==> src/rtl/bus_arbiter.sv <==
// Two-master arbiter serialising accesses onto the shared register bus.
// Define BUS_ARB_ROUND_ROBIN_EN for round-robin ties; otherwise master 0 wins.
module bus_arbiter #(
    parameter int address_width = 15,
    parameter int data_width    = 16,
    parameter int ReadLatency   = 2
) (
    input  logic                     clk_i,
    input  logic                     reset_i,
    input  logic                     m0_req_i,
    input  logic [address_width-1:0] m0_address_i,
    input  logic [data_width-1:0]    m0_data_i,
    input  logic                     m0_rd_wr_i,
    output logic                     m0_ack_o,
    output logic [data_width-1:0]    m0_data_o,
    input  logic                     m1_req_i,
    input  logic [address_width-1:0] m1_address_i,
    input  logic [data_width-1:0]    m1_data_i,
    input  logic                     m1_rd_wr_i,
    output logic                     m1_ack_o,
    output logic [data_width-1:0]    m1_data_o,
    output logic [address_width-1:0] bus_address_o,
    output logic [data_width-1:0]    bus_data_o,
    output logic                     bus_rd_wr_o,
    input  logic [data_width-1:0]    bus_data_i,
    output logic                     busy_o
);

    typedef enum logic [1:0] {
        IDLE,
        XFER,
        WAIT,
        ACK
    } state_t;

    state_t     state_q;
    state_t     state_d;
    logic [2:0] cnt_q;
    logic       grant_q;
    logic       dir_q;
    logic       win;
    logic       any_req;

    assign any_req = m0_req_i | m1_req_i;

`ifdef BUS_ARB_ROUND_ROBIN_EN
    logic last_q;

    always_comb begin
        win = m1_req_i;
        if (m0_req_i && m1_req_i) begin
            win = ~last_q;
        end
    end

    always_ff @(posedge clk_i) begin
        if (reset_i) begin
            last_q <= 1'b1;
        end else if (state_q == IDLE && any_req) begin
            last_q <= win;
        end
    end
`else
    always_comb begin
        win = m1_req_i & ~m0_req_i;
    end
`endif

    always_comb begin
        state_d = state_q;
        unique case (state_q)
            IDLE: if (any_req) state_d = XFER;
            XFER: state_d = (ReadLatency > 1) ? WAIT : ACK;
            WAIT: if (cnt_q <= 3'd1) state_d = ACK;
            ACK:  state_d = IDLE;
            default: state_d = IDLE;
        endcase
    end

    always_ff @(posedge clk_i) begin
        if (reset_i) begin
            state_q       <= IDLE;
            cnt_q         <= 3'd0;
            grant_q       <= 1'b0;
            dir_q         <= 1'b0;
            bus_address_o <= '0;
            bus_data_o    <= '0;
            m0_data_o     <= '0;
            m1_data_o     <= '0;
        end else begin
            state_q <= state_d;
            if (state_q == IDLE && any_req) begin
                grant_q       <= win;
                bus_address_o <= win ? m1_address_i : m0_address_i;
                bus_data_o    <= win ? m1_data_i : m0_data_i;
                dir_q         <= win ? m1_rd_wr_i : m0_rd_wr_i;
            end
            if (state_q == XFER) begin
                cnt_q <= 3'(ReadLatency - 1);
            end else if (state_q == WAIT) begin
                cnt_q <= cnt_q - 3'd1;
            end
            // Read data is captured on the edge that enters ACK
            if (state_d == ACK && !dir_q) begin
                if (grant_q) begin
                    m1_data_o <= bus_data_i;
                end else begin
                    m0_data_o <= bus_data_i;
                end
            end
        end
    end

    assign bus_rd_wr_o = (state_q == XFER) && dir_q && !reset_i;
    assign m0_ack_o    = (state_q == ACK) && !grant_q && !reset_i;
    assign m1_ack_o    = (state_q == ACK) && grant_q && !reset_i;
    assign busy_o      = (state_q != IDLE);

endmodule

==> config.mk <==
export PLATFORM = sky130hd
export DESIGN_NAME = bus_arbiter
export DESIGN_NICKNAME = d
export VERILOG_FILES = /design/src/rtl/bus_arbiter.sv
export SDC_FILE = /design/constraint.sdc
export NUM_CORES = 1
export LEC_CHECK = 0
export ABC_AREA = 1
export CAP_MARGIN = 20
export CORE_ASPECT_RATIO = 0.9
export CORE_MARGIN = 1
export CORE_UTILIZATION = 35
export DETAILED_ROUTE_END_ITERATION = 10
export PLACE_DENSITY = 0.69
export SETUP_SLACK_MARGIN = 0.02
export SYNTH_ARGS = -nofsm -noshare
export SYNTH_HDL_FRONTEND = slang
export SYNTH_SLANG_ARGS = --single-unit
==> constraint.sdc <==
create_clock -name clk_i -period 2.4 [get_ports clk_i]
set_input_delay 0.48 -clock clk_i [delete_from_list [all_inputs] [get_ports clk_i]]
set_output_delay 0.48 -clock clk_i [all_outputs]
set_load 0.01 [all_outputs]
==> flow_metrics.env <==
export IMPL_synth_cells=485
export IMPL_power_leakage_nw=2.191
export IMPL_grt_pass1_wl_um=15300
export IMPL_antenna_found_initial=0
export IMPL_core_area_um2=9125
export IMPL_tns_ns=0
export IMPL_routed_wl_um=9536
export IMPL_min_path_type="flip-flop to flip-flop"
export IMPL_cp_max_fo=3
export IMPL_cts_root_buf="clkbuf_8"
export IMPL_maxSlewViolCount=0
export IMPL_start_util=0.3621
export IMPL_cts_buffers=9
export IMPL_groute_usage_overall=0.1956
export IMPL_crit_type="flip-flop to output pin"
export IMPL_cts_hold_buffers=0
export IMPL_fp_dieArea_um2=9834
export IMPL_vias=3511
export IMPL_die_h_um=94.18
export IMPL_maxCapViolations=0
export IMPL_cts_resized_gates=0
export IMPL_areaGrowthSynthToFinish_pct=55.55
export IMPL_multiInputGateArea_um2=1413
export IMPL_grt_pass1_vias=3414
export IMPL_end_kind="output pin"
export IMPL_setup_viol=0
export IMPL_synth_seq_cells=70
export IMPL_worstPathArrival_ns=1.74
export IMPL_clk_latency_ns=0.35
export IMPL_antenna_cells=0
export IMPL_dp_hpwl_um=6722
export IMPL_fin_crit_ns=2.225
export IMPL_fin_skew_ns=0.01439
export IMPL_yosysSeqAreaShare=0.4241
export IMPL_critPathLaunchType="flip-flop"
export IMPL_slew_headroom=0.6540
export IMPL_first_pass_iters=4
export IMPL_synth_area_um2=3304
export IMPL_grt_max_degree=35
export IMPL_rsz0062_at_grt="false"
export IMPL_nets=717
export IMPL_htree_levels=3
export IMPL_syn_avg_cell_area_um2=6.813
export IMPL_cp_required_ns=1.92
export IMPL_worst_pin_slew_ns=0.5184
export IMPL_cts_tree="done"
export IMPL_path_clk_slew_ns=0.07
export IMPL_yosys_warnings=0
export IMPL_status="completed"
export IMPL_clockBufferDepth=2
export IMPL_synth_cell_types=24
export IMPL_layout_drive_gt1_share=0.05538
export IMPL_setup_slack_ns=0.1750
export IMPL_finalHoldViolCount=0
export IMPL_drc=0
export IMPL_cts_sinks=70
export IMPL_wl_per_cell_um=12.65
export IMPL_gp_congestion=0.8046
export IMPL_seq_area_um2=1401
export IMPL_fillers=881
export IMPL_dp_slack_ns=0.1862
export IMPL_pin_count=151
export IMPL_cts_setup_buffers=0
export IMPL_synthesis_nets=575
export IMPL_finalCritPeriodShare=0.9271
export IMPL_row_count=33
export IMPL_io_buffers=150
export IMPL_max_freq_mhz=449.4
export IMPL_peakVddDrop_v=0.0005067
export IMPL_vias_per_cell=4.656
export IMPL_power_density_nw_per_um2=868.2
export IMPL_gr_total_overflow=0
export IMPL_antenna_left=0
export IMPL_drt_iter0_drc=123
export IMPL_chipWidth_um=104.4
placed cells by master (no fill, tap or decap), types with 2 or more instances in the layout:
master | Yosys | layout
nand4_1 | 32 | 32
dfxtp_1 | 70 | 70
clkinv_2 | 0 | 2
clkdlybuf4s50_1 | 0 | 150
nor2_1 | 36 | 36
inv_2 | 2 | 2
nand3_4 | 2 | 2
clkinv_4 | 0 | 2
bufinv_16 | 0 | 2
ha_1 | 6 | 6
a21oi_1 | 67 | 67
nor3_1 | 2 | 2
buf_4 | 0 | 10
nand2_1 | 102 | 102
inv_1 | 92 | 91
nand3_1 | 2 | 2
o21ai_0 | 34 | 34
clkinv_1 | 1 | 2
clkbuf_8 | 0 | 9
metrics by stage:
stage	total power, W	instances	area (um2)	util	hold slack, ns
4_1_cts	0.004516	754	5140	0.5633	0.4781
6_report	0.004462	754	5140	0.5633	0.4726
5_1_grt	0.004783	754	5140	0.5633	0.4982
2_1_floorplan	0.002582	485	3304	-	0.4308
3_3_place_gp	0.003377	738	4920	0.5391	0.4502
3_5_place_dp	0.003419	738	4920	0.5391	0.4532
final cells by class:
cell class	count	area share
Multi-Input combinational cell	290	0.2748
Clock inverter	7	0.01874
Timing Repair Buffer	161	0.3106
Sequential cell	70	0.2726
Inverter	95	0.06938
Clock buffer	9	0.02410
Tap cell	122	0.02970
power breakdown:
| group | total, W | internal (W) | switching, W |
|---|---|---|---|
| clock network | 0.00107 | 0.000589 | 0.000480 |
| logic | 0.00183 | 0.000862 | 0.000966 |
| registers | 0.00157 | 0.00142 | 0.000142 |
| total | 0.00446 | 0.00287 | 0.00159 |
layer usage:
| layer | wire, um | track usage | vias up |
|---|---|---|---|
| met1 | 4015 | 0.2215 | 1543 |
| met5 | 0 | 0 | - |
| met4 | 160 | 0.07500 | 0 |
| met3 | 1010 | 0.08807 | 15 |
| met2 | 4350 | 0.3228 | 146 |
| li1 | - | - | 1807 |
cells by family (layout without fill, tap and decap cells):
group / count (synthesis) / in the layout / synth area share
AO/OA/AOI/OAI: 104 / 104 / 0.1598
adder cells (fa/ha/maj): 6 / 6 / 0.02272
buffers and inverters: 125 / 272 / 0.1484
flip-flops: 70 / 70 / 0.4241
AND/OR/NAND/NOR: 180 / 180 / 0.2450
critical path, cell delays in order (launching register included):
cell	delay, ns
dfxtp_1	0.33
inv_1	0.11
ha_1	0.18
nand2_1	0.06
nor2_1	0.14
clkdlybuf4s50_1	0.59
Yosys cell counts (all sizes together):
master | count | area share
o21ai | 34 | 0.051
nor2 | 38 | 0.046
nor3b | 1 | 0.0023
nor3 | 2 | 0.0030
buf | 12 | 0.020
ha | 6 | 0.023
nand2 | 103 | 0.12
nand4 | 32 | 0.061
dfxtp | 70 | 0.42
clkinv | 1 | 0.0011
a21oi | 68 | 0.10
a211oi | 1 | 0.0023
inv | 94 | 0.11
a31oi | 1 | 0.0019
clkbuf | 18 | 0.020
nand3 | 4 | 0.014
worst paths after layout:
path | cells past startpoint | slack [ns] | end | start
max | 5 | 0.18 | bus_rd_wr_o | state_q[1]$_SDFF_PP0_
min | 1 | 0.47 | cnt_q[0]$_SDFFE_PP0P_ | cnt_q[0]$_SDFFE_PP0P_
min reg2reg | 1 | 0.47 | cnt_q[0]$_SDFFE_PP0P_ | cnt_q[0]$_SDFFE_PP0P_
max reg2reg | 8 | 0.63 | m0_data_o[8]$_SDFFE_PP0P_ | state_q[0]$_SDFF_PP0_
flip-flops by register name, summed over array words and instances (netlist names):
name / flops
bus_data_o: 16
cnt_q: 3
bus_address_o: 15
dir_q: 1
m1_data_o: 16
m0_data_o: 16
grant_q: 1
state_q: 2
No activity file was read; power rests on OpenSTA's default activity.
